==> src/rtl/mux_tree_pipe.sv <==
// Pipelined N_IN:1 word multiplexer tree with valid/ready handshake and a global stall.
// Define MUX_TREE_PIPE_SEL_ERR_EN to add the err output that flags out-of-range selects.
`timescale 1ns/1ps

module mux_tree_pipe #(
    parameter  int N_IN   = 8,
    parameter  int DW     = 8,
    localparam int SELW   = $clog2(N_IN),
    localparam int LEVELS = $clog2(N_IN)
) (
    input  logic               clk,
    input  logic               rst_n,
    input  logic [N_IN*DW-1:0] i,
    input  logic [SELW-1:0]    sel,
    input  logic               in_valid,
    output logic               in_ready,
    output logic [DW-1:0]      z,
    output logic               out_valid,
    input  logic               out_ready
`ifdef MUX_TREE_PIPE_SEL_ERR_EN
    ,
    output logic               err
`endif
);

    // Number of words left after the given tree level (level 0 is the raw input).
    function automatic int words_at(input int lvl);
        return (N_IN + (1 << lvl) - 1) >> lvl;
    endfunction

    logic                    advance;
    logic                    sel_oor;
    logic [N_IN-1:0][DW-1:0] words0;

    assign advance  = out_ready | ~out_valid;
    assign in_ready = advance;
    assign sel_oor  = {1'b0, sel} >= (SELW + 1)'(N_IN);

    // Zeroing every leaf on an out-of-range select makes the tree itself produce 0.
    always_comb begin
        for (int k = 0; k < N_IN; k++) begin
            words0[k] = sel_oor ? '0 : i[k*DW +: DW];
        end
    end

    for (genvar l = 1; l <= LEVELS; l++) begin : g_lvl
        localparam int CIN  = words_at(l - 1);
        localparam int COUT = words_at(l);
        localparam int SW   = SELW - l + 1;

        logic                    v_in;
        logic [SW-1:0]           s_in;
        logic [CIN-1:0][DW-1:0]  d_in;
        logic [COUT-1:0][DW-1:0] d_red;
        logic                    v_q;
        logic [COUT-1:0][DW-1:0] d_q;

        if (l == 1) begin : g_src
            assign v_in = in_valid;
            assign s_in = sel;
            assign d_in = words0;
        end else begin : g_src
            assign v_in = g_lvl[l-1].v_q;
            assign s_in = g_lvl[l-1].g_sq.s_q;
            assign d_in = g_lvl[l-1].d_q;
        end

        // An unpaired last word passes straight through to the next level.
        for (genvar m = 0; m < COUT; m++) begin : g_node
            if (2*m + 1 < CIN) begin : g_pair
                assign d_red[m] = s_in[0] ? d_in[2*m+1] : d_in[2*m];
            end else begin : g_pass
                assign d_red[m] = d_in[2*m];
            end
        end

        // NOTE: state is written with non-blocking assignments so every stage
        // samples its predecessor's pre-edge value and the pipeline shifts by one.
        // NOTE: the data registers are reset as well, so nothing from before a
        // reset can ever reach z, even through the output gating.
        always_ff @(posedge clk or negedge rst_n) begin
            if (!rst_n) begin
                v_q <= 1'b0;
                d_q <= '0;
            end else if (advance) begin
                v_q <= v_in;
                d_q <= d_red;
            end
        end

        if (l < LEVELS) begin : g_sq
            logic [SW-2:0] s_q;

            always_ff @(posedge clk or negedge rst_n) begin
                if (!rst_n) begin
                    s_q <= '0;
                end else if (advance) begin
                    s_q <= s_in[SW-1:1];
                end
            end
        end

`ifdef MUX_TREE_PIPE_SEL_ERR_EN
        logic e_in;
        logic e_q;

        if (l == 1) begin : g_esrc
            assign e_in = sel_oor;
        end else begin : g_esrc
            assign e_in = g_lvl[l-1].e_q;
        end

        always_ff @(posedge clk or negedge rst_n) begin
            if (!rst_n) begin
                e_q <= 1'b0;
            end else if (advance) begin
                e_q <= e_in;
            end
        end
`endif
    end

    assign out_valid = g_lvl[LEVELS].v_q;
    assign z         = out_valid ? g_lvl[LEVELS].d_q[0] : '0;

`ifdef MUX_TREE_PIPE_SEL_ERR_EN
    assign err = out_valid & g_lvl[LEVELS].e_q;
`endif

endmodule

==> config.mk <==
export PLATFORM = sky130hd
export DESIGN_NAME = mux_tree_pipe
export DESIGN_NICKNAME = d
export VERILOG_FILES = /design/src/rtl/mux_tree_pipe.sv
export SDC_FILE = /design/constraint.sdc
export NUM_CORES = 1
export LEC_CHECK = 0
export BUFFER_PORTS_ARGS = -buffer_cell sky130_fd_sc_hd__buf_2
export CAP_MARGIN = 20
export CORE_MARGIN = 2
export CORE_UTILIZATION = 40
export CTS_CLUSTER_DIAMETER = 50
export DETAILED_ROUTE_END_ITERATION = 16
export PLACE_DENSITY_LB_ADDON = 0.08
export RECOVER_POWER = 25
export SLEW_MARGIN = 20
export SYNTH_ARGS = -nofsm -noshare
export SYNTH_HDL_FRONTEND = slang
export SYNTH_SLANG_ARGS = --single-unit
==> constraint.sdc <==
create_clock -name clk -period 4 [get_ports clk]
set_clock_uncertainty 0.05 [all_clocks]
set_input_delay 0.2 -clock clk [delete_from_list [all_inputs] [get_ports clk]]
set_output_delay 0.2 -clock clk [all_outputs]
set_load 0.01 [all_outputs]
# == Word level (Yosys, flattened, before mapping) ==
# Index checks and enable logic that the tools add are counted.
# classes
n_mux,8
n_bitwise,2
# op_table
cell,count
$mux W8,8
$not A1 Y1,1
$or A1 B1 Y1,1
# totals
elab_cells,22
register_bits,62

# == Longest topological paths before layout ==
# depth
ltp_word,2
mapped_depth,4

# == Least setup slack after synthesis ==
# No wires, ideal clock.
# synth_path
path_kind,reg-to-reg
start,"register g_lvl[3].v_q, in the netlist out_valid"
end,register g_lvl[1].d_q[10] (netlist bit)
arrival_time_ns,1.162
setup_time_ns,0.125
path_slack_ns,2.663
path_stages_with_launch,5
cell_sequence,dfrtp_1 -> nand2b_1 -> buf_6 -> buf_6 -> mux2_4
# synth_between
elab_chain_cells,2
# synth_rtl
item,line,rtl
start: declaration,55,logic v_q;
start signal: assignment,86,v_q <= v_in;
$not A1 Y1,35,assign advance = out_ready | ~out_valid;
$or A1 B1 Y1,35,
via in_ready,16,"output logic in_ready,"
end signal: assignment,87,d_q <= d_red;
end: declaration,56,logic [COUT-1:0][DW-1:0] d_q;
# The timed path passes the listed nets, and every way through them passes these cells.
# A chain may end at the register's enable or synchronous reset.

# == Worst setup path in the final report ==
# layout_path
start,"register g_lvl[3].v_q, in the netlist out_valid"
end,output in_ready
# layout_between
elab_chain_cells,2
# layout_rtl
item,line
$not A1 Y1,35
$or A1 B1 Y1,35
end: declaration,16
# No other way between the ends.

==> qor.csv <==
metric;value;unit
status;complete, but fails checks;
failing checks;negative hold slack;
Mapped Area;0.00342;sq mm
drt pass-1 iters;3;
Cell Pwr Density;557;mW/mm^2
initial antenna violation count;0;
number of DRC markers in iteration 0;30;
Core ar.;0.00826;sq mm
Total GRT Usage;0.135;
total grt overflow;0;
Synth Instances;203;
unrepaired setup endpoints after global routing;no;
Comb pwr share;0.317;
pin count of the biggest net entering global routing;63;
final antenna-violating net count;0;
hold_buf cts;0;
TNS Setup;0;ps
largest fanout on the critical path;33;
fill count;728;
Crit Path Class;flop to output pin;
Final setup viols;0;
Yosys cell types;9;
Worst path slowest cell;nand2b_4;
overall routed net length;5560;um
area of the multi-input gates;0.00172;sq mm
kind of start point of the critical path;flop;
NetSw;0.589;mW
cell-by-cell trace of the critical path;nand2b_4 -> buf_16 -> buf_2;
synthesized area per cell;16.8;sq um
Fin. Hold Viols;26;
die area;0.00930;sq mm
clock share of power;0.257;
DRC Markers;0;
sequential power share;0.426;
Worst Path Required;3750;ps
clock buffer depth;2;
placed instance area;0.00384;sq mm
Vias;1816;
clk slew on worst S/H paths;60;ps
Num CTS Buffers;9;
fin crit period;2090;ps
sw frac;0.261;
period utilization;0.522;
Pleak;2.07;nW
post-DP HPWL;3690;um
measured slew at the worst slew-check pin;978;ps
die extent in y;96.4;um
register area;0.00155;sq mm
Layout Nets;353;
clock latency on the worst-skew pair;330;ps
synthesis-stage register bit count;62;
crit-path max cell delay;500;ps
FP Rows;33;
IO Count;81;
width of the die;96.4;um
vias in the first global route;1850;
CTS Sinks;62;
warning count from the yosys run;0;
Via density;4.63;
Hold Path Class;input port to async pin;
Initial Util;0.414;
antenna diode count;0;
Max IR drop VDD;0.191;mV
max-cap violations;0;
Util after Layout;0.491;
Hold WS;-23.0;ps
Post-CTS Setup Bufs;0;
share of post-route cells with drive strength above 1;0.690;
Slew Limit Fails;0;
CTS root buffer;clkbuf_8;
Seq/Total Area, Yosys;0.454;
Layout area overhead;18.7;%
post-route cell area;0.00406;sq mm
post_cts resized;0;
CTS tree;built;
first-pass GRT wire length;9350;um
IO Port Bufs;80;
CP endpoint kind;output pin;
Worst slew margin;0.348;
post-synth net total;274;
WL/cell;14.2;um
GP Congestion;0.681;
Data arrival, critical path;1840;ps
FMAX;479;MHz
htree depth;3;
Int Power;1.67;mW
## cell type report
class / count / area share
multi-input cells: 127 / 0.424
clock inverters: 3 / 0.00987
well taps: 105 / 0.0324
clock buffers: 13 / 0.0441
repair buffers: 82 / 0.107
flip-flops and latches: 62 / 0.383
## cells in the final DEF, fill, tap and decap left out
master	count
and2_1	8
buf_16	1
buf_2	80
buf_4	1
bufinv_16	1
clkbuf_8	13
clkinv_2	2
dfrtp_1	62
mux2_1	18
mux2_2	11
mux2_4	88
nand2b_1	1
nand2b_4	1
## through the flow
step,std cells,setup WS (ps),total power [mW]
3_5_place_dp,376,2150,1.70
2_1_floorplan,203,2660,1.53
5_1_grt,392,1740,2.41
4_1_cts,392,1850,2.30
3_3_place_gp,375,2010,1.69
6_report,392,1910,2.26
## cells in the mapped netlist
library cell / count / area share
mux2_2: 11 / 0.036
nand2b_1: 2 / 0.0037
clkbuf_2: 1 / 0.0015
dfrtp_1: 62 / 0.45
and2_1: 8 / 0.015
buf_6: 12 / 0.040
mux2_4: 88 / 0.39
mux2_1: 18 / 0.059
buf_8: 1 / 0.0044
## cells by family after synthesis
group                  synth area share
and+or+nand+nor                  0.0183
buffers and inverters            0.0454
muxes                             0.482
DFF                               0.454
## per-layer routing
metal  share of wire  global-route usage
met2            0.42               0.185
met1            0.50               0.199
met5               0                   0
met4           0.011              0.0493
met3           0.066              0.0427
## worst max-delay path: cells and delay by family (launching register included)
kind / cells / cell delay [ps]
buffers and inverters: 2 / 500
AND/OR/NAND/NOR: 1 / 500
flip-flops: 1 / 490
## worst paths after layout
kind | start | end | slack (ps) | depth (start not counted)
setup / recovery | out_valid | in_ready | 1910 | 3
hold / removal | rst_n | g_lvl[1].d_q[25] | -20 | 2
setup reg to reg | out_valid | g_lvl[3].d_q[3] | 2180 | 3
hold reg to reg | g_lvl[1].g_sq.s_q[1] | g_lvl[1].g_sq.s_q[1] | 440 | 1
max in group asynchronous | rst_n | g_lvl[1].d_q[9] | 3410 | 2
min in group clk | sel[2] | g_lvl[1].g_sq.s_q[1] | 40 | 2
## power by group through the flow
stage          clock [mW]  sequential, mW  combinational, mW
2_1_floorplan           0           0.903              0.632
6_report            0.581           0.962              0.717
4_1_cts             0.602           0.966              0.731
3_3_place_gp            0           0.972              0.721
3_5_place_dp            0           0.973              0.727
5_1_grt             0.639           0.995              0.778
## flip-flops by register name (all words and copies together) (netlist names)
register,count
g_lvl.g_sq.s_q,3
g_lvl.d_q,56
out_valid,1
g_lvl.v_q,2
No activity file was read; power rests on OpenSTA's default activity.
